==> src/rtl/spi_flash_responder.sv <==
// spi_flash_responder: single-bit SPI flash target (mode 0) backed by a
// byte-wide valid/ready memory port; serves READ (0x03) with prefetch.
module spi_flash_responder #(
   parameter int ADDR_BITS   = 24,
   parameter int SYNC_STAGES = 2
) (
   input  logic                 clk,
   input  logic                 resetn,
   input  logic                 spi_csb,
   input  logic                 spi_clk,
   input  logic                 spi_mosi,
   output logic                 spi_miso,
   output logic                 spi_miso_oe,
   output logic                 mem_valid,
   output logic [ADDR_BITS-1:0] mem_addr,
   input  logic                 mem_ready,
   input  logic [7:0]           mem_rdata,
   output logic                 busy,
   output logic                 underrun,
   input  logic                 underrun_clr
);

   typedef enum logic [2:0] {
      IDLE,
      CMD,
      ADDR,
      DATA,
      IGNORE
   } state_t;

   logic [SYNC_STAGES-1:0] csb_sync;
   logic [SYNC_STAGES-1:0] sclk_sync;
   logic [SYNC_STAGES-1:0] mosi_sync;
   logic                   sclk_q;

   logic                   csb_s;
   logic                   sclk_s;
   logic                   mosi_s;
   logic                   rise;
   logic                   fall;
   logic                   mem_fire;
   logic [7:0]             cmd_next;
   logic [23:0]            addr_next;

   state_t                 state;
   logic [4:0]             bit_cnt;
   logic [7:0]             cmd_sr;
   logic [23:0]            addr_sr;
   logic [ADDR_BITS-1:0]   next_addr;
   logic [7:0]             shift_sr;
   logic [7:0]             pf_data;
   logic                   pf_valid;
   logic                   first;
   logic                   armed;
   logic                   discard;

   assign csb_s     = csb_sync[SYNC_STAGES-1];
   assign sclk_s    = sclk_sync[SYNC_STAGES-1];
   assign mosi_s    = mosi_sync[SYNC_STAGES-1];
   assign rise      = sclk_s & ~sclk_q;
   assign fall      = ~sclk_s & sclk_q;
   assign mem_fire  = mem_valid & mem_ready;
   assign cmd_next  = {cmd_sr[6:0], mosi_s};
   assign addr_next = {addr_sr[22:0], mosi_s};

   // Bring the SPI pins into the clk domain; csb idles deasserted.
   always_ff @(posedge clk or negedge resetn) begin
      if (!resetn) begin
         csb_sync  <= '1;
         sclk_sync <= '0;
         mosi_sync <= '0;
         sclk_q    <= 1'b0;
      end else begin
         csb_sync  <= {csb_sync[SYNC_STAGES-2:0], spi_csb};
         sclk_sync <= {sclk_sync[SYNC_STAGES-2:0], spi_clk};
         mosi_sync <= {mosi_sync[SYNC_STAGES-2:0], spi_mosi};
         sclk_q    <= sclk_s;
      end
   end

   // Protocol FSM, memory requester, data shifter and status flags.
   always_ff @(posedge clk or negedge resetn) begin
      if (!resetn) begin
         state       <= IDLE;
         bit_cnt     <= '0;
         cmd_sr      <= '0;
         addr_sr     <= '0;
         next_addr   <= '0;
         shift_sr    <= '0;
         pf_data     <= '0;
         pf_valid    <= 1'b0;
         first       <= 1'b0;
         armed       <= 1'b0;
         discard     <= 1'b0;
         spi_miso    <= 1'b0;
         spi_miso_oe <= 1'b0;
         mem_valid   <= 1'b0;
         mem_addr    <= '0;
         busy        <= 1'b0;
         underrun    <= 1'b0;
      end else begin
         // a later set of underrun in this block overrides the clear
         if (underrun_clr) begin
            underrun <= 1'b0;
         end

         // completed read: drop it, load it directly, or park it
         if (mem_fire) begin
            mem_valid <= 1'b0;
            if (discard) begin
               discard <= 1'b0;
            end else if (first) begin
               shift_sr <= mem_rdata;
               spi_miso <= mem_rdata[7];
               first    <= 1'b0;
            end else begin
               pf_data  <= mem_rdata;
               pf_valid <= 1'b1;
            end
         end

         // keep one byte in flight whenever the prefetch slot is free
         if (state == DATA && !csb_s && !mem_valid &&
             !pf_valid && !discard) begin
            mem_valid <= 1'b1;
            mem_addr  <= next_addr;
            next_addr <= next_addr + ADDR_BITS'(1);
         end

         if (csb_s && state != IDLE) begin
            state       <= IDLE;
            busy        <= 1'b0;
            spi_miso    <= 1'b0;
            spi_miso_oe <= 1'b0;
            pf_valid    <= 1'b0;
            first       <= 1'b0;
            armed       <= 1'b0;
            if (mem_valid && !mem_ready) begin
               discard <= 1'b1;
            end
         end else begin
            unique case (state)
               IDLE: begin
                  if (!csb_s) begin
                     state   <= CMD;
                     bit_cnt <= '0;
                     busy    <= 1'b1;
                  end
               end
               CMD: begin
                  if (rise) begin
                     cmd_sr  <= cmd_next;
                     bit_cnt <= bit_cnt + 5'd1;
                     if (bit_cnt == 5'd7) begin
                        bit_cnt <= '0;
                        unique case (cmd_next)
                           8'h03:        state <= ADDR;
                           8'hAB, 8'hFF: state <= IGNORE;
                           default:      state <= IGNORE;
                        endcase
                     end
                  end
               end
               ADDR: begin
                  if (rise) begin
                     addr_sr <= addr_next;
                     bit_cnt <= bit_cnt + 5'd1;
                     if (bit_cnt == 5'd23) begin
                        bit_cnt     <= '0;
                        next_addr   <= addr_next[ADDR_BITS-1:0];
                        state       <= DATA;
                        spi_miso_oe <= 1'b1;
                        spi_miso    <= 1'b0;
                        shift_sr    <= '0;
                        first       <= 1'b1;
                        armed       <= 1'b0;
                     end
                  end
               end
               DATA: begin
                  if (rise) begin
                     armed <= 1'b1;
                     // first byte missed its slot: it goes out as zeros
                     if (first && !mem_fire) begin
                        first    <= 1'b0;
                        underrun <= 1'b1;
                     end
                  end else if (fall && armed) begin
                     armed   <= 1'b0;
                     bit_cnt <= bit_cnt + 5'd1;
                     if (bit_cnt == 5'd7) begin
                        bit_cnt <= '0;
                        if (pf_valid) begin
                           shift_sr <= pf_data;
                           spi_miso <= pf_data[7];
                           pf_valid <= 1'b0;
                        end else begin
                           shift_sr <= '0;
                           spi_miso <= 1'b0;
                           underrun <= 1'b1;
                        end
                     end else begin
                        shift_sr <= {shift_sr[6:0], 1'b0};
                        spi_miso <= shift_sr[6];
                     end
                  end
               end
               IGNORE: begin
               end
               default: begin
                  state <= IDLE;
               end
            endcase
         end
      end
   end

endmodule

==> config.mk <==
export PLATFORM = sky130hd
export DESIGN_NAME = spi_flash_responder
export DESIGN_NICKNAME = d
export VERILOG_FILES = /design/src/rtl/spi_flash_responder.sv
export SDC_FILE = /design/constraint.sdc
export NUM_CORES = 1
export LEC_CHECK = 0
export ABC_CLOCK_PERIOD_IN_PS = 6900
export BUFFER_PORTS_ARGS = -buffer_cell sky130_fd_sc_hd__buf_2
export CAP_MARGIN = 20
export CORE_UTILIZATION = 64
export DETAILED_ROUTE_END_ITERATION = 8
export PLACE_DENSITY = 0.85
export SKIP_LAST_GASP = 1
export SLEW_MARGIN = 20
export SYNTH_ARGS = -nofsm -noshare
export SYNTH_HDL_FRONTEND = slang
export SYNTH_SLANG_ARGS = --single-unit
==> constraint.sdc <==
create_clock -name clk -period 6.9 [get_ports clk]
set_clock_uncertainty 0.2 [all_clocks]
set_input_delay 1.035 -clock clk [delete_from_list [all_inputs] [get_ports clk]]
set_output_delay 1.035 -clock clk [all_outputs]
set_load 0.02 [all_outputs]
==> results.json, run 1 <==
{
  "yosysSeqAreaShare_pct": 55.7,
  "timing_worst_setup_path_type": "reg2reg",
  "critPathRequiredTime_ns": 7.10,
  "placementRows": 32,
  "reg2reg_from": "state[2]",
  "grt_max_degree": 73,
  "cp-startpoint": "state[2]",
  "yosysWarningCount": 0,
  "synth_edf_count": 0,
  "firstDrtPassIters": 5,
  "place_worst_setup_slack_ns": 3.42,
  "die_area_um2": 8580,
  "drc_errors": 0,
  "timing.hold.worst.class": "reg2reg",
  "drive_above_1_share_pct": 22.3,
  "postSynthRegisterBits": 117,
  "initial_core_utilization_pct": 67.0,
  "vias_in_the_first_global_route": 3935,
  "area_delta_synth_final_pct": 16.8,
  "clock_insertion_delay_worst_skew_ns": 0.51,
  "hold_path.startpoint": "mosi_sync[0]",
  "synth_top_cell_by_area": "dfrtp_1",
  "dominantRegCellSynth": "dfrtp_1",
  "timing.final.max_slew_violations": 0,
  "post-cts-setup-buffers": 0,
  "post_synth_num_cell_types": 48,
  "antenna_found_initial": 0,
  "dr.first_iter.drc_count": 246,
  "dr_total_vias": 3959,
  "p_per_area_nw_per_um2": 297,
  "clk_pin_slew_ns": 0.06,
  "design.core.area_um2": 7850,
  "worst_slew_margin_relative_to_its_limit_pct": 36.5,
  "die_width_um": 92.6,
  "tritoncts_clock_tree": "built",
  "finish.cell_count_without_fillers": 662,
  "detail_route.wirelength_um": 10800,
  "outcome": "complete, no violations",
  "post-dp-hpwl_um": 6710,
  "synthesis.nets": 523,
  "cp_data_arrival_time_ns": 3.72,
  "grt_overflow_total": 0,
  "async_flop_share_pct": 100,
  "synthCells": 504,
  "hold-worst-slack_ns": 0.148,
  "netlist_area_pre_place_um2": 5260,
  "worst_slew_pin_tran_ns": 0.950,
  "hold_viol_final": 0,
  "cap_viol_max_count": 0,
  "post-route-period-util_pct": 51.0,
  "post-place-cells": 630,
  "netlist_top_cells_area": "dfrtp_1, mux2_2, nand2_1",
  "maximum_level_of_the_cts_h_tree": 4,
  "routed_via_density": 5.98,
  "max-clock-path-buffers": 2,
  "fmaxAchievable_ghz": 0.284,
  "worst_setup_path_start_kind": "flop",
  "final_design_area_no_fill_um2": 6140,
  "root_buffer": "clkbuf_8",
  "most_numerous_cell_types_in_the_synthesized_netlist": "dfrtp_1, nand2_1, nor2_1, mux2_2, a21oi_1",
  "postCtsHoldBufs": 0,
  "num-nets-final": 566,
  "place.port_buffers": 43,
  "io_pins": 44,
  "critPathCaptureType": "flop",
  "clock_sink_count": 117,
  "critPathMaxFanout": 44,
  "route.detailed.wl_per_inst_um": 16.4,
  "detail-route-antenna-nets": 0,
  "rsz_0062_raised_after_global_routing": "false",
  "grt_first_pass_wirelength_um": 18200,
  "min_period_ns": 3.52,
  "place_congestion": 0.850,
  "fin_setup_tns_ns": 0,
  "synth_top_area_share_pct": 54.7,
  "worst_ir_drop_vdd_v": 0.000222,
  "post_cts_resize_count": 0,
  "post_syn_area_per_cell_um2": 10.4,
  "setup_ws_ns": 3.38,
  "yosys.cell_count.top_type": "dfrtp_1",
  "antenna_cells_inserted": 0,
  "grt_usage_pct": 27.9,
  "timing.final.setup_violations": 0,
  "power.leakage_uw": 0.00314,
  "numCtsBuffers": 17,
  "die_h_um": 92.6,
  "placed_area_um2": 5520
}
[power breakdown]
part / internal [uW] / switching, uW / total (uW)
clock network: 604 / 305 / 909
registers: 726 / 38.2 / 764
logic: 65.9 / 86.3 / 152
[placed cells by master, fill, tap and decap left out, types with 4 or more instances in the layout]
cell | Yosys | final
xor2_1 | 12 | 12
nor4_1 | 8 | 8
dfrtp_1 | 115 | 115
inv_1 | 11 | 11
a21oi_1 | 36 | 36
and3_1 | 13 | 13
o22ai_1 | 10 | 10
buf_4 | 0 | 4
xnor2_1 | 12 | 12
nand2_1 | 94 | 94
nor2_1 | 41 | 41
buf_2 | 1 | 42
nand4_1 | 10 | 10
ha_1 | 4 | 4
clkbuf_16 | 0 | 16
nor3_1 | 9 | 9
mux2i_1 | 8 | 8
nand2b_1 | 5 | 5
nand3_1 | 11 | 11
o21ai_0 | 11 | 11
mux2_2 | 39 | 39
clkinv_2 | 0 | 5
bufinv_16 | 0 | 4
[worst max-delay path: stages (launching register included)]
cell     delay (ns)
dfrtp_1        0.51
or3_1          0.45
ha_1           0.38
or3_1          0.82
or2_1          0.42
buf_4          0.28
mux2_4         0.34
[area by class of cell]
cell class	count	area, um2
Clock buffer	19	442
Clock inverter	13	179
Fill cell	505	1710
Inverter	11	41.3
Multi-Input combinational cell	354	2180
Sequential cell	117	2930
Tap cell	102	128
Timing Repair Buffer	46	240
[sequential cells by signal, indices dropped and copies added (netlist names), named ones only]
name         count
sclk_sync        2
mem_addr        24
bit_cnt          5
spi_miso_oe      1
next_addr       24
pf_data          8
busy             1
underrun         1
pf_valid         1
state            3
sclk_q           1
csb_sync         2
mem_valid        1
shift_sr         7
armed            1
addr_sr         23
cmd_sr           7
spi_miso         1
first            1
mosi_sync        2
[stage by stage]
step | utilization (%) | power, uW
finish | 78.2 | 1830
global route | 78.2 | 1890
CTS | 78.2 | 1830
detailed placement | 70.3 | 924
global placement | 70.3 | 916
floorplan | - | 875
[per-layer routing]
metal | wire (um) | share of wire, % | up-vias | GRT usage [%]
met2 | 5470 | 50 | 166 | 47.3
met4 | 211 | 1.9 | 0 | 13.3
met3 | 676 | 6.2 | 23 | 5.83
met5 | 0 | 0 | - | 0
li1 | - | - | 1838 | -
met1 | 4490 | 41 | 1932 | 34.2
[cells by family (layout without fill, tap and decap cells)]
| family | count (synthesis) | after routing | synth area share [%] |
|---|---|---|---|
| compound gates | 70 | 70 | 7.67 |
| xor+xnor | 24 | 24 | 4.00 |
| fa+ha+maj | 4 | 4 | 0.952 |
| buf+inv | 33 | 89 | 2.81 |
| flops | 117 | 117 | 55.7 |
| mux | 48 | 48 | 10.2 |
| simple gates | 208 | 208 | 18.7 |
[worst paths after layout]
| kind | end | depth (start not counted) | slack [ns] |
|---|---|---|---|
| setup / recovery | next_addr[4] | 6 | 3.38 |
| min in group asynchronous | mem_addr[6] | 1 | 0.30 |
| hold / removal | mosi_sync[1] | 0 | 0.15 |
| hold reg to reg | mosi_sync[1] | 0 | 0.15 |
| max in group asynchronous | addr_sr[11] | 2 | 4.90 |
| setup reg to reg | next_addr[4] | 6 | 3.38 |
Power figures use the tool's default switching activity.
==> run 2, diff against run 1 <==
--- a/config.mk
+++ b/config.mk
@@ -5,12 +5,12 @@
 export SDC_FILE = /design/constraint.sdc
 export NUM_CORES = 1
 export LEC_CHECK = 0
-export ABC_CLOCK_PERIOD_IN_PS = 6900
+export ABC_CLOCK_PERIOD_IN_PS = 2900
 export BUFFER_PORTS_ARGS = -buffer_cell sky130_fd_sc_hd__buf_2
 export CAP_MARGIN = 20
-export CORE_UTILIZATION = 64
+export CORE_UTILIZATION = 54
 export DETAILED_ROUTE_END_ITERATION = 8
-export PLACE_DENSITY = 0.85
+export PLACE_DENSITY = 0.76
 export SKIP_LAST_GASP = 1
 export SLEW_MARGIN = 20
 export SYNTH_ARGS = -nofsm -noshare
==> constraint.sdc (replaced) <==
create_clock -name clk -period 2.9 [get_ports clk]
set_clock_uncertainty 0.2 [all_clocks]
set_input_delay 0.435 -clock clk [delete_from_list [all_inputs] [get_ports clk]]
set_output_delay 0.435 -clock clk [all_outputs]
set_load 0.02 [all_outputs]
==> run 2 against run 1 <==
Critical endpoint is now next_addr[22]; global-route usage is 3.6 points lower; wire length hardly changed; cell count is 7.7% higher; combinational power grew to 2.8 times the previous value; first-iteration DRC count is 6.9% lower; critical path depth is 1 lower; clock power is 120% higher; sequential share of layout area is 1.6 points lower; cell area is 3.5% higher; worst setup slack worse by 2.9 ns; register-to-register slack worse by 2.9 ns; count of clock-buffer cells in the layout stayed put.
==> results.json, run 2 (synthesis gave the netlist of run 1 again) <==
{
  "cp_cell_sequence": "or4_4, nor4_4, nand4_1, xor2_1, a21oi_1",
  "p_comb_share_pct": 9.8,
  "timing.final.max_slew_violations": 0,
  "timing_worst_setup_path_type": "reg2reg",
  "cap_viol_max_count": 0,
  "antenna_found_initial": 0,
  "place.port_buffers": 43,
  "finish.cell_count_without_fillers": 713,
  "tritoncts_clock_tree": "built",
  "cp-startpoint": "pf_valid",
  "detail-route-antenna-nets": 0,
  "post-route-period-util_pct": 84.4,
  "dr_total_vias": 3939,
  "worst_ir_drop_vdd_v": 0.000395,
  "p_per_area_nw_per_um2": 668,
  "power.leakage_uw": 0.00322,
  "fin_setup_tns_ns": 0,
  "routed_via_density": 5.52,
  "worst_setup_path_start_kind": "flop",
  "max-clock-path-buffers": 2,
  "place_worst_setup_slack_ns": 0.482,
  "internal_power_uw": 3220,
  "seqPwrFrac_pct": 42.3,
  "cpPeakStageDelay_ns": 0.59,
  "clock_sink_count": 117,
  "root_buffer": "clkbuf_8",
  "worst_slew_margin_relative_to_its_limit_pct": 49.9,
  "drc_errors": 0,
  "rsz_0062_raised_after_global_routing": "false",
  "die_width_um": 101,
  "place_congestion": 0.903,
  "critPathRequiredTime_ns": 3.12,
  "critPathMaxFanout": 13,
  "firstDrtPassIters": 6,
  "die_area_um2": 10100,
  "timing.critical_path.slowest_stage_cell": "or4_4",
  "most-common-layout-cells": "dfrtp_1, nand2_1, buf_2",
  "initial_core_utilization_pct": 56.4,
  "io_pins": 44,
  "clock_insertion_delay_worst_skew_ns": 0.51,
  "p_sw_share_pct": 24.2,
  "layout.core_utilization_pct": 68.1,
  "clock_power_share_pct": 47.9,
  "grt_usage_pct": 24.3,
  "reg2reg_from": "pf_valid",
  "post-dp-hpwl_um": 7110,
  "timing.hold.worst.class": "in2reg",
  "largestRegisters": "mem_addr x24, next_addr x24, addr_sr x23",
  "grt_first_pass_wirelength_um": 18900,
  "grt_overflow_total": 0,
  "maximum_level_of_the_cts_h_tree": 4,
  "min_period_ns": 2.45,
  "dr.first_iter.drc_count": 229,
  "num-nets-final": 590,
  "net-switching-power_uw": 1030,
  "setup_ws_ns": 0.452,
  "route.detailed.wl_per_inst_um": 15.2,
  "hold_path.startpoint": "underrun_clr",
  "placementRows": 35,
  "area_delta_synth_final_pct": 20.9,
  "outcome": "complete, no violations",
  "grt_max_degree": 59,
  "numCtsBuffers": 17,
  "antenna_cells_inserted": 0,
  "hold-worst-slack_ns": 0.0293,
  "detail_route.wirelength_um": 10800,
  "critPathCaptureType": "flop",
  "design.core.area_um2": 9330,
  "die_h_um": 101,
  "post-cts-setup-buffers": 0,
  "fillerInstances": 713,
  "cp_data_arrival_time_ns": 2.67,
  "layout_commonest_cell": "dfrtp_1",
  "worst_slew_pin_tran_ns": 0.747,
  "clk_pin_slew_ns": 0.06,
  "drive_above_1_share_pct": 22.9,
  "post-place-cells": 668,
  "hold_viol_final": 0,
  "fmaxAchievable_ghz": 0.408,
  "vias_in_the_first_global_route": 4057,
  "timing.final.setup_violations": 0
}
[run 2: cell count changes in the layout (fill, tap and decap cells not counted)]
cell	change
clkinvlp_4	+3
clkinv_2	-1
clkinv_4	-1
dlygate4sd3_1	+13
buf_4	+10
buf_12	+1
clkbuf_8	-2
bufinv_16	-1
clkbuf_1	+2
[run 2: power by group through the flow]
stage	Clock (uW)	Sequential (uW)	Combinational, uW
global route	2150	1810	466
floorplan	0	1820	265
global placement	0	1820	388
finish	2040	1800	418
detailed placement	0	1820	403
CTS	2070	1790	421
[run 2: final timing paths]
path / to / slack, ns / cells after the start
worst max-delay path: next_addr[22] / 0.45 / 5
worst min-delay path: underrun / 0.03 / 3
min in group asynchronous: mem_addr[9] / 0.28 / 2
worst min register to register: mosi_sync[1] / 0.15 / 0
worst max register to register: next_addr[22] / 0.45 / 5
max in group asynchronous: csb_sync[1] / 1.50 / 3
[run 2: layout make-up]
cell class | count | area, um2 | share of cell area [%]
Inverter | 11 | 41.3 | 0.650
Clock inverter | 13 | 158 | 2.48
Timing Repair Buffer | 70 | 465 | 7.32
Multi-Input combinational cell | 354 | 2180 | 34.3
Sequential cell | 117 | 2930 | 46.1
Tap cell | 129 | 161 | 2.54
Clock buffer | 19 | 422 | 6.63
[run 2: layer usage]
metal  wire [um]  vias up  track usage (%)
met1        4720     1915             30.4
li1            -     1895                -
met4         107        0             8.36
met3         512       10             5.76
met2        5500      119             41.5
met5           0        -                0
[run 2: metrics by stage]
step | cell area [um2] | total power (uW)
2_1_floorplan | 5260 | 2080
3_3_place_gp | 5650 | 2200
3_5_place_dp | 5650 | 2220
4_1_cts | 6360 | 4280
5_1_grt | 6360 | 4420
6_report | 6360 | 4250
[run 2: what timing repair did]
action | 4_1_cts | 5_1_grt
gates resized for setup | 0 | 0
endpoints found under the hold margin | 56 | 0
hold buffers | 13 | 0
[run 2: critical path: cells and delay by family, from the launching register on]
| kind | cells | cell delay, ns |
|---|---|---|
| AOI/OAI and AO/OA | 1 | 0.17 |
| xor gates and xnor gates | 1 | 0.18 |
| DFF | 1 | 0.51 |
| and+or+nand+nor | 3 | 1.30 |
